File: config.mk
export PLATFORM = sky130hd
export DESIGN_NAME = pipe_shifter
export DESIGN_NICKNAME = d
export VERILOG_FILES = /design/src/rtl/pipe_shifter.sv
export SDC_FILE = /design/constraint.sdc
export NUM_CORES = 1
export LEC_CHECK = 0
export CAP_MARGIN = 20
export CORE_MARGIN = 4
export CORE_UTILIZATION = 35
export DETAILED_ROUTE_END_ITERATION = 6
export GPL_TIMING_DRIVEN = 0
export PLACE_DENSITY = 0.52
export SLEW_MARGIN = 20
export SYNTH_ARGS = -nofsm -noshare
export SYNTH_HDL_FRONTEND = slang
export SYNTH_SLANG_ARGS = --single-unit
File: constraint.sdc
create_clock -name clk -period 3.5 [get_ports clk]
set_input_delay 1.05 -clock clk [delete_from_list [all_inputs] [get_ports clk]]
set_output_delay 1.05 -clock clk [all_outputs]
set_load 0.02 [all_outputs]
File: src/rtl/pipe_shifter.sv
`default_nettype none
// +----------------------------------------------------------------------------+
// | Module      : pipe_shifter                                                 |
// | Description : Pipelined N-bit shifter/rotator with valid/ready handshakes. |
// |               Performs ROL, SLL, ROR, SRL, SRA and bit-reverse (BTR). The  |
// |               log2(N) binary shift steps are distributed over C registered |
// |               stages; stage k applies a 2^k step when count bit k is set.  |
// | Ports       : clk, rst_n     - clock, synchronous active-low reset          |
// |               in_valid/ready - request handshake                           |
// |               in_data/cnt/op - operand, amount, operation select           |
// |               in_tag         - opaque tag returned with the result         |
// |               flush          - drop every in-flight operation              |
// |               out_valid/ready- result handshake                            |
// |               out_data/tag   - result and its tag                          |
// |               out_err        - operation select was illegal                |
// | Revision    : 1.0 - initial release                                        |
// +----------------------------------------------------------------------------+
module pipe_shifter #(
  parameter int N    = 16,
  parameter int C    = 4,
  parameter int TAGW = 4
) (
  input  logic            clk,
  input  logic            rst_n,
  input  logic            in_valid,
  output logic            in_ready,
  input  logic [N-1:0]    in_data,
  input  logic [C-1:0]    in_cnt,
  input  logic [2:0]      in_op,
  input  logic [TAGW-1:0] in_tag,
  input  logic            flush,
  output logic            out_valid,
  input  logic            out_ready,
  output logic [N-1:0]    out_data,
  output logic [TAGW-1:0] out_tag,
  output logic            out_err
);

  localparam logic [2:0] c_OP_ROL = 3'b000;
  localparam logic [2:0] c_OP_SLL = 3'b001;
  localparam logic [2:0] c_OP_ROR = 3'b010;
  localparam logic [2:0] c_OP_SRL = 3'b011;
  localparam logic [2:0] c_OP_SRA = 3'b100;
  localparam logic [2:0] c_OP_BTR = 3'b101;

  // Stage registers. The full count travels with the operation; stage k only
  // looks at bit k of it.
  logic [N-1:0]    r_data [C];
  logic [C-1:0]    r_cnt  [C];
  logic [2:0]      r_op   [C];
  logic [TAGW-1:0] r_tag  [C];
  logic [C-1:0]    r_err;
  logic [C-1:0]    r_valid;

  // Combinational next value of each stage's data register.
  logic [N-1:0]    w_data [C];
  logic            w_stall;
  logic            w_advance;
  logic            w_unused;

  // Shift/rotate d by a fixed amount sh according to op. BTR and the illegal
  // encodings fall through unchanged.
  function automatic logic [N-1:0] shift_by(input logic [N-1:0] d,
                                            input logic [2:0]   op,
                                            input int           sh);
    logic [N-1:0]        res;
    logic signed [N-1:0] sd;
    sd  = d;
    res = d;
    case (op)
      c_OP_ROL: res = (d << sh) | (d >> (N - sh));
      c_OP_SLL: res = d << sh;
      c_OP_ROR: res = (d >> sh) | (d << (N - sh));
      c_OP_SRL: res = d >> sh;
      c_OP_SRA: res = sd >>> sh;
      default:  res = d;
    endcase
    return res;
  endfunction

  function automatic logic [N-1:0] bit_reverse(input logic [N-1:0] d);
    logic [N-1:0] res;
    res = '0;
    for (int i = 0; i < N; i++) begin
      res[i] = d[N-1-i];
    end
    return res;
  endfunction

  // One pipeline step: stage k contributes a shift of 2^k when enabled.
  function automatic logic [N-1:0] stage_step(input logic [N-1:0] d,
                                              input logic [2:0]   op,
                                              input logic         en,
                                              input int           k);
    logic [N-1:0] res;
    res = d;
    if (en) begin
      res = shift_by(d, op, 1 << k);
    end
    return res;
  endfunction

  // The whole pipeline moves together; only a held result blocks it.
  assign w_stall   = r_valid[C-1] & ~out_ready;
  assign w_advance = ~w_stall;
  assign in_ready  = ~w_stall & ~flush;

  assign out_valid = r_valid[C-1];
  assign out_data  = r_data[C-1];
  assign out_tag   = r_tag[C-1];
  assign out_err   = r_err[C-1];

  // Count and op of the final stage are not needed past the last step.
  assign w_unused  = ^{r_cnt[C-1], r_op[C-1]};

  always_comb begin
    logic [N-1:0] stage0_in;
    // Bit-reverse happens once, at the entry of the first stage; later
    // stages see BTR as a pass-through op.
    stage0_in = (in_op == c_OP_BTR) ? bit_reverse(in_data) : in_data;
    w_data[0] = stage_step(stage0_in, in_op, in_cnt[0], 0);
    for (int k = 1; k < C; k++) begin
      w_data[k] = stage_step(r_data[k-1], r_op[k-1], r_cnt[k-1][k], k);
    end
  end

  always_ff @(posedge clk) begin
    if (!rst_n) begin
      r_valid <= '0;
      r_err   <= '0;
      for (int k = 0; k < C; k++) begin
        r_data[k] <= '0;
        r_cnt[k]  <= '0;
        r_op[k]   <= '0;
        r_tag[k]  <= '0;
      end
    end else if (flush) begin
      // Flush wins over stall: in-flight work is discarded, payloads kept.
      r_valid <= '0;
    end else if (w_advance) begin
      // Bubbles advance like real operations, so order is preserved.
      r_valid   <= {r_valid[C-2:0], in_valid};
      r_err     <= {r_err[C-2:0], in_op[2] & in_op[1]};
      r_data[0] <= w_data[0];
      r_cnt[0]  <= in_cnt;
      r_op[0]   <= in_op;
      r_tag[0]  <= in_tag;
      for (int k = 1; k < C; k++) begin
        r_data[k] <= w_data[k];
        r_cnt[k]  <= r_cnt[k-1];
        r_op[k]   <= r_op[k-1];
        r_tag[k]  <= r_tag[k-1];
      end
    end
  end

endmodule
`default_nettype wire

==> flow_metrics.tcl <==
set metrics [dict create \
    run_status "finished clean" \
    initial_utilization_pct 35.49 \
    global_route.usage.total_pct 16.02 \
    hold_violations 0 \
    grt_pass1_vias 4552 \
    setup.worst_path.class "in -> reg" \
    adder_and_majority_cell_fraction_of_the_synthesized_area_pct 0 \
    worst_setup_slack_after_layout_ns 0.4020 \
    floorplan.die_area_sq_um 18140 \
    detail_route.vias_per_cell 5.516 \
    postRouteAntennaNets 0 \
    grt_first_pass_wirelength_mm 23.01 \
    n_antenna_cell 0 \
    fp.dieW_microns 134.7 \
    netlist_area_sq_um 5618 \
    boundaryPins 55 \
    p_int_w 0.002152 \
    total_leakage_power_nw 2.443 \
    finalClockSkew_ns 0.008363 \
    dp_slack_ns 0.003863 \
    power.share.combinational_pct 16.4 \
    grt_antenna_before_repair 0 \
    worst_setup_hold_path_clk_slew_ns 0.07 \
    fin_total_pwr_w 0.002915 \
    crit_required_ns 3.61 \
    timing.reg2reg.worst_path_depth 8 \
    clock-root-buffer "clkbuf_16" \
    gp_congestion 0.9046 \
    placement_rows 46 \
    fmax_ghz 0.3228 \
    yosysSeqAreaShare_pct 53.63 \
    ir_drop_mv 0.2308 \
    placeableCoreArea_sq_um 15830 \
    final_design_area_no_fill_sq_um 6771 \
    clock_insertion_delay_worst_skew_ns 0.35 \
    tritoncts.num_buffers 9 \
    areaGrowthSynthToFinish_pct 20.53 \
    gr-usage-met2_pct 29.41 \
    cell_count_final_fillers_out 829 \
    yosysWarningCount 0 \
    clock_sink_count 103 \
    cts_hold_repair.buffers 0 \
    holdCritPathClass "reg -> reg" \
    synth_xor_xnor_area_share_pct 0 \
    max_slew_margin_pct 52.43 \
    drcViolationCount 0 \
    ys_async_sr_fraction_pct 0 \
    numPortBuffers 53 \
    syn-num-nets 573 \
    yosys-mux-area-fraction_pct 1.693 \
    maximum_number_of_pins_on_one_net_before_global_route_repair 32 \
    power.share.sequential_pct 51.8 \
    dr.pass1.iters 5 \
    num-fill-cells 1510 \
    report.final.slew_viol_count 0 \
    gr-usage-met1_pct 17.69 \
    drt_iter0_markers 389 \
    post-route-period-util_pct 88.51 \
    yosys.area_share.simple_pct 12.92 \
    yosysUniqueCellTypes 45 \
    synthCells 541 \
    grt_met3_usage_pct 2.496 \
    critical_path_startpoint_category "input port" \
    htree_num_levels 3 \
    tritoncts "built" \
    cts_resized 0 \
    route.detailed.wl_per_inst_microns 17.11 \
    cp_max_fo 31 \
    layout.cells.most_common "edfxtp_1" \
    post-cts-setup-buffers 0 \
    power_density_nw_per_um2 430.4 \
    cts_max_path_buffers 2 \
    die_extent_in_y_microns 134.7 \
    post-route-min-period_ns 3.098 \
    rsz0062_at_grt "false" \
    totalWireLength_mm 14.19 \
    avgSynthCellArea_sq_um 10.38 \
    finalHoldWorstSlack_ns 0.4707 \
    p_clk_share_pct 31.8 \
    postPlaceCellArea_sq_um 6495 \
    max_cap_viol_count 0 \
    busiest_layer "met2" \
    vias 4573 \
    mostFrequentLayoutCells "edfxtp_1, o21ai_0, clkdlybuf4s50_1, nand2_1, a21oi_1" \
    switchingPower_w 0.0007625 \
    detailed_place_hpwl_mm 10.84 \
    worst_slew_pin_slew_ns 0.7136 \
    nets 640 \
    synth_compound_gate_area_share_pct 24.50 \
    swShare_pct 26.16 \
    ys_ff_latch 103 \
    type_of_destination_of_the_critical_path "flop" \
    setup_violations 0 \
    number_of_enable_flip_flop_cells_after_synthesis 95 \
    hold_path_depth 1 \
    layout-drive-gt1-share_pct 12.72 \
    postSynth.topFlopCell "edfxtp_1" \
    grt-ovfl-total 0 \
    combinational_family_with_the_most_area_after_synthesis "compound AO/OA/AOI/OAI gates" \
    timing.critical_path.arrival_ns 3.20 \
    place.detailed.instances 813 \
]
sequential cells by signal, indices dropped and copies added (netlist names):
| name | flops |
|---|---|
| r_data | 64 |
| r_tag | 16 |
| r_op | 9 |
| r_cnt | 6 |
| r_err | 4 |
| r_valid | 4 |
cell usage after synthesis, types with 2 or more instances:
| cell type | number | area (sq um) |
|---|---|---|
| buf_1 | 5 | 18.77 |
| and2_1 | 31 | 193.9 |
| a211oi_1 | 2 | 15.01 |
| mux2_2 | 3 | 33.78 |
| nand3b_1 | 2 | 15.01 |
| a22o_1 | 4 | 35.03 |
| o22a_1 | 4 | 35.03 |
| o21ai_0 | 67 | 335.3 |
| nand2b_1 | 7 | 43.79 |
| clkbuf_1 | 10 | 37.54 |
| or3_1 | 2 | 12.51 |
| a221oi_1 | 2 | 17.52 |
| o221ai_1 | 8 | 70.07 |
| a31oi_1 | 29 | 181.4 |
| buf_4 | 18 | 135.1 |
| nor2b_1 | 11 | 68.82 |
| nand2_1 | 36 | 135.1 |
| inv_2 | 2 | 7.510 |
| o21ai_1 | 9 | 45.04 |
| a221o_1 | 11 | 110.1 |
| nand3_1 | 20 | 100.1 |
| o211ai_1 | 3 | 22.52 |
| a21oi_1 | 34 | 170.2 |
| buf_2 | 16 | 80.08 |
| a32oi_1 | 13 | 113.9 |
| a21o_1 | 11 | 82.58 |
| dfxtp_1 | 8 | 160.2 |
| clkbuf_2 | 4 | 20.02 |
| buf_6 | 7 | 78.83 |
| a22oi_1 | 3 | 22.52 |
| o32ai_1 | 3 | 26.28 |
| inv_1 | 8 | 30.03 |
| edfxtp_1 | 95 | 2853 |
| nor2_1 | 34 | 127.6 |
| mux2i_1 | 5 | 50.05 |
| a211o_1 | 3 | 26.28 |
| o221a_2 | 3 | 33.78 |
cell families after synthesis:
family	Yosys count
buffers and inverters	70
multiplexers	9
AND/OR/NAND/NOR	146
AO/OA/AOI/OAI	213
flip-flops	103
critical path, cell delays in order:
cell and delay, ns:
clkdlybuf4s50_1 0.41, nor2b_1 0.14, buf_6 0.15, nor2_2 0.05, nor2b_2 0.26, clkinvlp_4 0.45, buf_12 0.33, buf_12 0.18
buf_16 0.17
routing by layer:
layer	wire length, microns	share of wire, %	vias up
met5	0	0	-
met3	652	4.6	29
met1	5476	39	2150
li1	-	-	2193
met2	7602	54	201
met4	454	3.2	0
final cells by class:
type	count	area, sq um	area share (%)
Timing Repair Buffer	56	600.6	8.869
Clock buffer	11	242.7	3.585
Inverter	10	41.29	0.6098
Buffer	60	370.4	5.469
Multi-Input combinational cell	368	2202	32.52
Clock inverter	5	31.28	0.4619
Sequential cell	103	3013	44.49
Tap cell	216	270.3	3.991
power groups by stage:
stage / registers, W / logic (W) / clock network (W)
after CTS: 0.00151 / 0.000476 / 0.000958
final: 0.00151 / 0.000477 / 0.000928
after global placement: 0.00154 / 0.000464 / 0
after detailed placement: 0.00154 / 0.000474 / 0
after floorplan: 0.00151 / 0.000301 / 0
after global routing: 0.00152 / 0.000524 / 0.00102
final timing paths:
kind / start / endpoint / slack [ns]
setup / recovery: out_ready / r_data[0][49] / 0.40
hold / removal: r_err[2] / r_err[3] / 0.47
setup reg to reg: r_valid[3] / r_data[0][49] / 1.17
hold reg to reg: r_err[2] / r_err[3] / 0.47
through the flow:
stage	setup TNS, ns	utilization (%)
final	0	42.78
after global routing	0	42.78
after CTS	0	42.77
after detailed placement	0	41.04
after global placement	-94.72	40.61
after floorplan	0	-
Note: power is estimated with default switching activity, not from simulation.
